**src/rtl/icache_ctrl.sv**
```systemverilog
// Sequencing controller for a direct-mapped instruction cache.
// It drives the valid-bit array, tag SRAM and data SRAM, refills lines on a miss and runs a full invalidate sweep.
module icache_ctrl #(
    parameter int S_INDEX = 4,
    parameter int TAG_W   = 23
) (
    input  logic                 clk0,
    input  logic                 rst0_n,
    // fetch requester
    input  logic [31:0]          ufp_addr,
    input  logic                 ufp_read,
    output logic [31:0]          ufp_rdata,
    output logic                 ufp_resp,
    // invalidate-all
    input  logic                 flush,
    output logic                 flush_done,
    // refill memory port
    output logic [31:0]          dfp_addr,
    output logic                 dfp_read,
    input  logic [255:0]         dfp_rdata,
    input  logic                 dfp_resp,
    // valid-bit array
    output logic                 va_csb,
    output logic                 va_web,
    output logic [S_INDEX-1:0]   va_addr0,
    output logic [S_INDEX-1:0]   va_addr1,
    output logic                 va_din,
    input  logic                 va_dout,
    // tag SRAM
    output logic                 ts_csb,
    output logic                 ts_web,
    output logic [S_INDEX-1:0]   ts_addr,
    output logic [TAG_W-1:0]     ts_din,
    input  logic [TAG_W-1:0]     ts_dout,
    // data SRAM
    output logic                 ds_csb,
    output logic                 ds_web,
    output logic [S_INDEX-1:0]   ds_addr,
    output logic [255:0]         ds_din,
    input  logic [255:0]         ds_dout
);

    localparam int NUM_SETS = 2 ** S_INDEX;
    localparam int CNT_W    = S_INDEX + 1;
    localparam logic [CNT_W-1:0] CNT_END = CNT_W'(NUM_SETS);
    localparam logic [CNT_W-1:0] CNT_ONE = CNT_W'(1);

    typedef enum logic [2:0] {
        IDLE,
        LOOKUP,
        REFILL,
        FILL_WAIT,
        FLUSH
    } state_t;

    state_t              state_q, state_d;
    logic [31:2]         addr_q, addr_d;
    logic [CNT_W-1:0]    cnt_q, cnt_d;
    logic                flush_pend_q, flush_pend_d;
    logic                hit_resp_q, hit_resp_d;
    logic [31:0]         hit_rdata_q, hit_rdata_d;

    logic [TAG_W-1:0]    req_tag;
    logic [S_INDEX-1:0]  req_idx;
    logic [S_INDEX-1:0]  in_idx;
    logic [7:0]          word_bit;
    logic                hit;
    logic                addr_lsb_unused;

    assign req_tag         = addr_q[31:32-TAG_W];
    assign req_idx         = addr_q[S_INDEX+4:5];
    assign in_idx          = ufp_addr[S_INDEX+4:5];
    assign word_bit        = {addr_q[4:2], 5'd0};
    assign hit             = va_dout && (ts_dout == req_tag);
    assign addr_lsb_unused = ^ufp_addr[1:0];

    always_ff @(posedge clk0 or negedge rst0_n) begin
        if (!rst0_n) begin
            state_q      <= IDLE;
            addr_q       <= '0;
            cnt_q        <= '0;
            flush_pend_q <= 1'b0;
            hit_resp_q   <= 1'b0;
            hit_rdata_q  <= '0;
        end else begin
            state_q      <= state_d;
            addr_q       <= addr_d;
            cnt_q        <= cnt_d;
            flush_pend_q <= flush_pend_d;
            hit_resp_q   <= hit_resp_d;
            hit_rdata_q  <= hit_rdata_d;
        end
    end

    always_comb begin
        state_d      = state_q;
        addr_d       = addr_q;
        cnt_d        = cnt_q;
        flush_pend_d = flush_pend_q;
        hit_resp_d   = 1'b0;
        hit_rdata_d  = '0;

        ufp_resp     = hit_resp_q;
        ufp_rdata    = hit_rdata_q;
        flush_done   = 1'b0;
        dfp_addr     = '0;
        dfp_read     = 1'b0;
        va_csb       = 1'b1;
        va_web       = 1'b1;
        va_addr0     = '0;
        va_addr1     = '0;
        va_din       = 1'b0;
        ts_csb       = 1'b1;
        ts_web       = 1'b1;
        ts_addr      = '0;
        ts_din       = '0;
        ds_csb       = 1'b1;
        ds_web       = 1'b1;
        ds_addr      = '0;
        ds_din       = '0;

        case (state_q)
            IDLE: begin
                if (flush || flush_pend_q) begin
                    state_d      = FLUSH;
                    cnt_d        = '0;
                    flush_pend_d = 1'b0;
                // the requester still holds ufp_read while the registered hit response is out
                end else if (ufp_read && !hit_resp_q) begin
                    addr_d   = ufp_addr[31:2];
                    va_csb   = 1'b0;
                    va_addr1 = in_idx;
                    ts_csb   = 1'b0;
                    ts_addr  = in_idx;
                    ds_csb   = 1'b0;
                    ds_addr  = in_idx;
                    state_d  = LOOKUP;
                end
            end
            LOOKUP: begin
                if (flush) flush_pend_d = 1'b1;
                if (hit) begin
                    hit_resp_d  = 1'b1;
                    hit_rdata_d = ds_dout[word_bit +: 32];
                    state_d     = IDLE;
                end else begin
                    state_d = REFILL;
                end
            end
            REFILL: begin
                if (flush) flush_pend_d = 1'b1;
                dfp_addr = {addr_q[31:5], 5'd0};
                dfp_read = 1'b1;
                if (dfp_resp) begin
                    ts_csb    = 1'b0;
                    ts_web    = 1'b0;
                    ts_addr   = req_idx;
                    ts_din    = req_tag;
                    ds_csb    = 1'b0;
                    ds_web    = 1'b0;
                    ds_addr   = req_idx;
                    ds_din    = dfp_rdata;
                    va_csb    = 1'b0;
                    va_web    = 1'b0;
                    va_addr0  = req_idx;
                    va_din    = 1'b1;
                    ufp_resp  = 1'b1;
                    ufp_rdata = dfp_rdata[word_bit +: 32];
                    state_d   = FILL_WAIT;
                end
            end
            FILL_WAIT: begin
                if (flush) flush_pend_d = 1'b1;
                state_d = IDLE;
            end
            FLUSH: begin
                if (cnt_q != CNT_END) begin
                    va_csb   = 1'b0;
                    va_web   = 1'b0;
                    va_addr0 = cnt_q[S_INDEX-1:0];
                    va_din   = 1'b0;
                    cnt_d    = cnt_q + CNT_ONE;
                end else begin
                    // drain cycle lets the last delayed valid write land
                    flush_done = 1'b1;
                    state_d    = IDLE;
                end
            end
            default: state_d = IDLE;
        endcase
    end

endmodule

```
**config.mk**
```make
export PLATFORM = sky130hd
export DESIGN_NAME = icache_ctrl
export DESIGN_NICKNAME = d
export VERILOG_FILES = /design/src/rtl/icache_ctrl.sv
export SDC_FILE = /design/constraint.sdc
export NUM_CORES = 1
export LEC_CHECK = 0
export CELL_PAD_IN_SITES_DETAIL_PLACEMENT = 1
export CELL_PAD_IN_SITES_GLOBAL_PLACEMENT = 2
export CORE_AREA = 2 2 364 366
export DETAILED_ROUTE_END_ITERATION = 8
export DIE_AREA = 0 0 366 368
export PLACE_DENSITY_LB_ADDON = 0.1
export RECOVER_POWER = 50
export SYNTH_ARGS = -nofsm -noshare
export SYNTH_HDL_FRONTEND = slang
export SYNTH_SLANG_ARGS = --single-unit
```
**constraint.sdc**
```tcl
create_clock -name clk0 -period 4.2 [get_ports clk0]
set_input_delay 0.84 -clock clk0 [delete_from_list [all_inputs] [get_ports clk0]]
set_output_delay 0.84 -clock clk0 [all_outputs]
set_load 0.005 [all_outputs]
```
# ---- Word-level counts from Yosys, hierarchy flattened
# Cells that the tools add are included.
# Widths: inputs -> output; s select.
dict set report op_classes {
  add_sub_neg 1
  eq_ne 12
  shifts 2
  n_mux 44
  bitwise 1
  n_reduce_logical 12
}
# operator n
set ops {}
lappend ops {{$mux 256} 2}
lappend ops {{$shiftx 256x9->32} 2}
lappend ops {{$mux 32} 5}
lappend ops {{$mux 23} 2}
lappend ops {{$eq 23x23->1} 1}
lappend ops {{$mux 4} 5}
lappend ops {{$pmux 4 s2} 2}
lappend ops {{$mux 1} 15}
lappend ops {{$mux 3} 4}
lappend ops {{$pmux 3 s4} 1}
lappend ops {{$reduce_and 3->1} 4}
lappend ops {{$mux 5} 2}
lappend ops {{$pmux 5 s2} 1}
lappend ops {{$ne 2x2->1 const B} 4}
lappend ops {{$eq 3x2->1 const B} 2}
lappend ops {{$pmux 1 s2} 3}
lappend ops {{$add 5x1->5 const B} 1}
lappend ops {{$ne 5x5->1 const B} 1}
lappend ops {{$reduce_bool 2->1} 2}
lappend ops {{$eq 3x1->1 const B} 1}
lappend ops {{$eq 3x3->1 const B} 1}
lappend ops {{$logic_not 3->1} 1}
lappend ops {{$ne 3x3->1 const B} 1}
lappend ops {{$pmux 1 s3} 1}
lappend ops {{other kinds (7)} 8}
dict set report totals {
  reg_bits 72
  in_bits 573
  out_inout_bits 369
}

# ---- Logic depth before layout (Yosys ltp)
# Gate-level depths: netlist of the first run.
dict set report logic_depth {
  ltp_word 5
  ltp_mapped 8
  ltp_nobuf 6
}

# ---- Worst setup path before layout of the first run
# OpenSTA, ideal clock, no wires.
dict set report synth_path {
  path_kind {input-to-output}
  start {input port flush}
  end {output port ts_addr[0]}
  arrival_ps 1936
  required_time_ps 3360
  setup_slack_ps 1424
  cell_stages 6
  path_cell_list {nor4b_1 > and2_1 > buf_2 > nand2_1 > nand2_1 > buf_4}
}
dict set report synth_between {
  elab_chain_len 3
}
# element line
set synth_lines {}
lappend synth_lines {{start, declared} 15} ;# input logic flush,
lappend synth_lines {{$logic_or 1x1->1} 124} ;# if (flush || flush_pend_q) begin
lappend synth_lines {{$mux 4} -}
lappend synth_lines {{$pmux 4 s2} -}
lappend synth_lines {{end, declared} 32} ;# output logic [S_INDEX-1:0] ts_addr,
# Every way passes these cells.

# ---- Worst setup path in the final report of the first run
dict set report layout_path {
  start {register addr_q[2] (netlist bit)}
  end {output port ufp_rdata[15]}
}
dict set report layout_between {
  elab_chain_len 3
}
# element line
set layout_lines {}
lappend layout_lines {{start, declared} 57} ;# logic [31:2] addr_q, addr_d;
lappend layout_lines {{start signal, assigned} 87} ;# addr_q <= addr_d;
lappend layout_lines {{$shiftx 256x9->32} 168} ;# ufp_rdata = dfp_rdata[word_bit +: 32];
lappend layout_lines {{$mux 32} 154} ;# if (dfp_resp) begin
lappend layout_lines {{$mux 32} 122} ;# case (state_q)
lappend layout_lines {{end, declared} 12} ;# output logic [31:0] ufp_rdata,
# Every way passes these cells.

==> flow_summary.toml, run 1 <==
[status]
status = "finished, violations left"
violations = "capacitance limit, slew limit"

[detailed_routing]
ant_nets = 0
firstDrtPassIters = 4
vias_per_cell = 3.33
drt-initial-drc-count = 390
via_count = 12096
wirelength_um = 96000
wl_per_cell_um = 26.4
post-route-drc-count = 0

[power]
switching_share_pct = 46.2
p_leak_nw = 8.74
peakVddDrop_v = 0.000164
internal_power_mw = 3.96
pwr-share-comb_pct = 69.6
p_switching_mw = 3.40
p_per_area_nw_per_um2 = 346
power_frac_seq_pct = 17.2
pwr-share-clk_pct = 13.2

[logic_synthesis]
synth_cell_type_count = 42
synth_ff_type = "dfrtp_1"
synth_seq_cells = 72
synthCells = 995
ys_warn_count = 0
synth_common_cells = "and3_1 (278), nand2_1 (142), mux4_2 (128)"
synth_top_cell_area_share_pct = 29.9
synth_async_sr_flop_share_pct = 100
synth.most_common_cell = "and3_1"
ys_seq_area_share_pct = 18.7
synth_area_um2 = 9640
synth.area.top_cells = "mux4_2 (30%), dfrtp_1 (19%), and3_1 (18%)"
yosysTopAreaCell = "mux4_2"
avgSynthCellArea_um2 = 9.69
synth-edff-count = 0

[cts]
worstSkewPairLatency_ns = 0.39
clk_pin_slew_ns = 0.08
cts_sinks = 72
ctsHoldBuffers = 0
htree_num_levels = 3
clock_path_buffers = 2
cts_buffers = 9
cts_tree = "yes"
cts_root_buf = "clkbuf_16"

[sta]
worstMarginPinSlew_ns = 2.00
slew_violations = 83
setup_slack_ns = 0.197
period_share_pct = 95.3
layout_min_cycle_time_ns = 4.00
rsz0062_at_grt = "no"
maxSlewHeadroom_pct = -33.4
skew_ns = 0.0272
finalHoldViolations = 0
finalSetupViolCount = 0
max_freq_mhz = 250
tns_ns = 0

[placed_design]
dpl.hpwl_um = 81000
place_ws_ns = 0.113
place_congestion = 0.787
place_area_um2 = 21100
io_buffers = 934

[flow_run]
drv_cap = 2

[floorplanning]
start_util_pct = 7.37
core_um2 = 131000
ios = 942
die_w_um = 366
row_count = 133
die_h_um = 368
die-area_um2 = 135000

[cells_and_area]
layout.nets = 2440
fin_area_um2 = 21300
layout-drive-gt1-share_pct = 11.5
synthToLayoutAreaGrowth_pct = 121

[worst_setup_path]
crit_slowest_cell = "mux4_2"
slowest_delay_ns = 0.55
cp.arrival_ns = 3.16
worstPathCellList = "buf_12 > buf_4 > mux4_2 > mux2i_2 > buf_4 > o21ai_0 > clkdlybuf4s50_1"
critical-path-top-delay-family = "buffers and inverters"
crit_required_ns = 3.36
crit_path_start_kind = "register"
critPathBufInv = 4
crit_path_max_fanout = 21
worstSetupPathType = "register to output port"
crit_path_end_kind = "output port"
crit_path_frequent_cell = "buf_4"

[grt]
overflow = 0
grt_pass1_wl_um = 126000
grt_start_max_net_pins = 117
antenna_found_initial = 30
grt.total_usage_pct = 13.7
grt_pass1_vias = 13371

[worst_hold_path]
hold_path.class = "register to register"
## stage by stage
step	instances	hold slack (ns)	power (mW)	utilization [%]
5_1_grt	3628	0.548	7.99	16.2
4_1_cts	3625	0.515	7.91	16.4
3_5_place_dp	3608	0.490	6.79	16.1
2_1_floorplan	999	0.460	3.88	-
3_3_place_gp	3608	0.485	6.78	16.1
6_report	3636	0.508	7.36	16.3
## worst min-delay path: stages (launching register included)
cell	delay, ns
dfrtp_1	0.37
nand2_1	0.06
nand2_1	0.06
## cell families (layout without fill, tap and decap cells)
logic type / Yosys count / in the layout / synth area share (%)
AO/OA/AOI/OAI: 41 / 41 / 2.31
multiplexers: 193 / 193 / 36.6
AND/OR/NAND/NOR: 516 / 516 / 32.4
other: 1 / 16 / 0.0389
XOR/XNOR: 26 / 26 / 2.36
adder cells (fa/ha/maj): 2 / 2 / 0.259
flip-flops: 72 / 72 / 18.7
buffers and inverters: 144 / 1015 / 7.27
## routing by layer
metal	GRT usage [%]	share of wire [%]	vias to the layer above
li1	-	-	5499
met1	14.0	35	5985
met2	26.4	55	514
met3	4.85	7.8	72
met4	2.86	1.7	26
met5	0	0.18	-
## state kept, by name (all words and copies together), names as in the netlist
register	flops
cnt_q	5
flush_pend_q	1
hit_rdata_q	32
hit_resp_q	1
addr_q	30
state_q	3
## cells in the final DEF, fill, tap and decap left out, types with 4 or more instances in the layout
master and instances:
and3_1 278, buf_12 11, mux4_2 128, nand2b_1 4, diode_2 11, nand2_1 142
clkdlybuf4s50_1 831, xor2_1 23, nor2_1 5, buf_4 40, nor4_1 32, inv_1 8
dlygate4sd3_1 100, dfrtp_1 69, mux2i_1 62, o21ai_0 34, and2_1 27, conb_1 5
clkbuf_16 9, clkbuf_1 5
## final cells by class
cell class | count | area, um^2
Tap cell | 1755 | 2200
Inverter | 9 | 35.0
Timing Repair Buffer | 990 | 9880
Fill cell | 15233 | 110000
Clock buffer | 10 | 239
Multi-Input combinational cell | 783 | 6980
Antenna cell | 11 | 27.5
Clock inverter | 6 | 97.6
Sequential cell | 72 | 1810
## path summary, 6_finish.rpt
check,slack (ns),start,end,cells after the start
max,0.20,addr_q[2],ufp_rdata[15],7
min,0.51,addr_q[7],addr_q[7],2
max reg2reg,0.75,addr_q[10],hit_rdata_q[15],5
min reg2reg,0.51,addr_q[7],addr_q[7],2
max in group asynchronous,1.25,rst0_n,hit_rdata_q[16],2
min in group asynchronous,0.88,rst0_n,addr_q[11],1
## power groups by stage
stage	registers [mW]	logic, mW	clock network [mW]
2_1_floorplan	1.02	2.86	0
3_3_place_gp	1.33	5.45	0
5_1_grt	1.32	5.62	1.05
6_report	1.26	5.12	0.975
3_5_place_dp	1.34	5.46	0
4_1_cts	1.30	5.57	1.04
## repair_timing
item,CTS,global route
buffers inserted,1,0
gates resized for setup,3,0
endpoints found under the setup margin,4,0
Note: power is estimated with default switching activity, not from simulation.
==> run 2: changes to the inputs <==
- CORE_AREA: 2 2 364 366 -> 2 2 365 367
- DIE_AREA: 0 0 366 368 -> 0 0 367 369
- TNS_END_PERCENT: not set -> 10
- clock period: 4.2 -> 4 ns (I/O delays scaled with it)
==> run 2 against run 1 <==
The run still ends with capacitance limit, slew limit left; die area grew 0.55%; combinational power grew 6.8%; clock skew shrank 0.0095 ns; non-clock buffer count grew 3; via count grew 0.88%; global-route usage grew 0.056 points; highest routed layer unchanged.
==> flow_summary.toml, run 2 (synthesis gave the netlist of run 1 again) <==
[sta]
setup_slack_ns = 0.103
finalSetupViolCount = 0
max_freq_mhz = 257
tns_ns = 0
slew_violations = 86
finalHoldViolations = 0
rsz0062_at_grt = "no"
holdWs_ns = 0.510
maxSlewHeadroom_pct = -34.7
worstMarginPinSlew_ns = 2.02
period_share_pct = 97.4
layout_min_cycle_time_ns = 3.90
skew_ns = 0.0177

[detailed_routing]
wl_per_cell_um = 26.6
ant_nets = 0
wirelength_um = 96700
via_count = 12202
drt-initial-drc-count = 359
firstDrtPassIters = 6
post-route-drc-count = 0
vias_per_cell = 3.35

[cells_and_area]
top_regs = "hit_rdata_q: 32 flops, addr_q: 30 flops, cnt_q: 5 flops"
largest_register_ffs = 32
synthToLayoutAreaGrowth_pct = 121
final_common_cell = "clkdlybuf4s50_1"
final_util_pct = 16.3
most-common-layout-cells = "clkdlybuf4s50_1 (837), and3_1 (278), nand2_1 (142)"
finalNonFillerCells = 3637
fin_area_um2 = 21400
top_register = "hit_rdata_q"
fillers = 15240
layout.nets = 2443
layout-drive-gt1-share_pct = 12.1

[status]
status = "finished, violations left"
violations = "capacitance limit, slew limit"

[cts]
worstSkewPairLatency_ns = 0.40
cts_tree = "yes"
clock_path_buffers = 2
cts_setup_buffers = 0
cts_sinks = 72
cts_buffers = 9
htree_num_levels = 3
clk_pin_slew_ns = 0.09
cts_root_buf = "clkbuf_16"

[floorplanning]
die_w_um = 367
core_um2 = 131000
row_count = 133
ios = 942
die_h_um = 369
start_util_pct = 7.35
die-area_um2 = 135000

[grt]
grt_start_max_net_pins = 66
overflow = 0
grt.total_usage_pct = 13.7
antenna_found_initial = 23
grt_pass1_wl_um = 128000
grt_pass1_vias = 13738

[worst_setup_path]
cp.arrival_ns = 3.10
worstSetupPathType = "input pin to output port"
crit_path_max_fanout = 2
crit_path_frequent_cell = "buf_4"
crit_path_start_kind = "input pin"
worstPathCellList = "clkdlybuf4s50_1 > mux4_2 > mux2i_1 > buf_4 > o21ai_0 > buf_4"
rrSetupSlack_ns = 0.87
slowest_delay_ns = 0.62
critical-path-top-delay-family = "multiplexers"
critPathBufInv = 3
crit_required_ns = 3.20
crit_slowest_cell = "mux2i_1"
crit_path_end_kind = "output port"

[power]
pwr-share-comb_pct = 71.2
p_leak_nw = 8.72
peakVddDrop_v = 0.000159
switching_share_pct = 46.8
pwr-share-clk_pct = 11.8
power_mw = 7.68
power_frac_seq_pct = 16.9
p_switching_mw = 3.59
p_per_area_nw_per_um2 = 360
internal_power_mw = 4.09

[placed_design]
place_area_um2 = 21200
place_congestion = 0.818
io_buffers = 934
place_ws_ns = -0.115
placedCellCount = 3612
dpl.hpwl_um = 82100

[flow_run]
drv_cap = 2

[worst_hold_path]
hold_path.class = "register to register"
-- run 2: cell types whose count changed in the layout (fill, tap and decap cells not counted), sizes merged --
cell and delta:
clkdlybuf4s50 +6, dlygate4sd3 -8, diode -2, bufinv -2, clkbuf -1, clkinv +3
buf +5
-- run 2: area by class of cell --
type                            instances  area (um^2)  area share, %
Antenna cell                            9         22.5          0.105
Inverter                                9         35.0          0.164
Tap cell                             1755         2200           10.3
Clock inverter                          7         71.3          0.334
Sequential cell                        72         1810           8.49
Multi-Input combinational cell        783         7070           33.1
Clock buffer                            9          225           1.05
Timing Repair Buffer                  993         9930           46.5
-- run 2: final timing paths --
check	cells after the start	end	from
max reg2reg	5	hit_rdata_q[11]	addr_q[9]
max in group asynchronous	2	hit_rdata_q[10]	rst0_n
min	2	addr_q[8]	addr_q[8]
min in group asynchronous	1	addr_q[12]	rst0_n
min reg2reg	2	addr_q[8]	addr_q[8]
max	6	ufp_rdata[2]	dfp_rdata[98]
-- run 2: routing by layer --
metal	track usage [%]	vias to the layer above	share of wire, %
li1	-	5492	-
met1	14.3	6150	36
met2	27.2	493	56
met3	4.54	45	7.3
met4	1.43	22	0.68
met5	0	-	0.14
-- run 2: power by group through the flow --
stage	clock (mW)	sequential (mW)	combinational, mW
finish	0.910	1.30	5.47
global route	0.999	1.37	6.00
CTS	0.986	1.35	5.94
detailed placement	0	1.34	5.78
global placement	0	1.34	5.79
floorplan	0	1.07	3.01
-- run 2: timing repair --
item	CTS	global route
gates resized for setup	16	0
setup endpoints to repair	9	0
hold buffers	0	0
-- run 2: worst reg2reg max path: stages (launching register included) --
cell      delay, ns
dfrtp_1        0.44
xor2_1         0.21
nor4_4         0.35
nand4_1        0.98
clkbuf_2       0.65
nor4_1         0.40
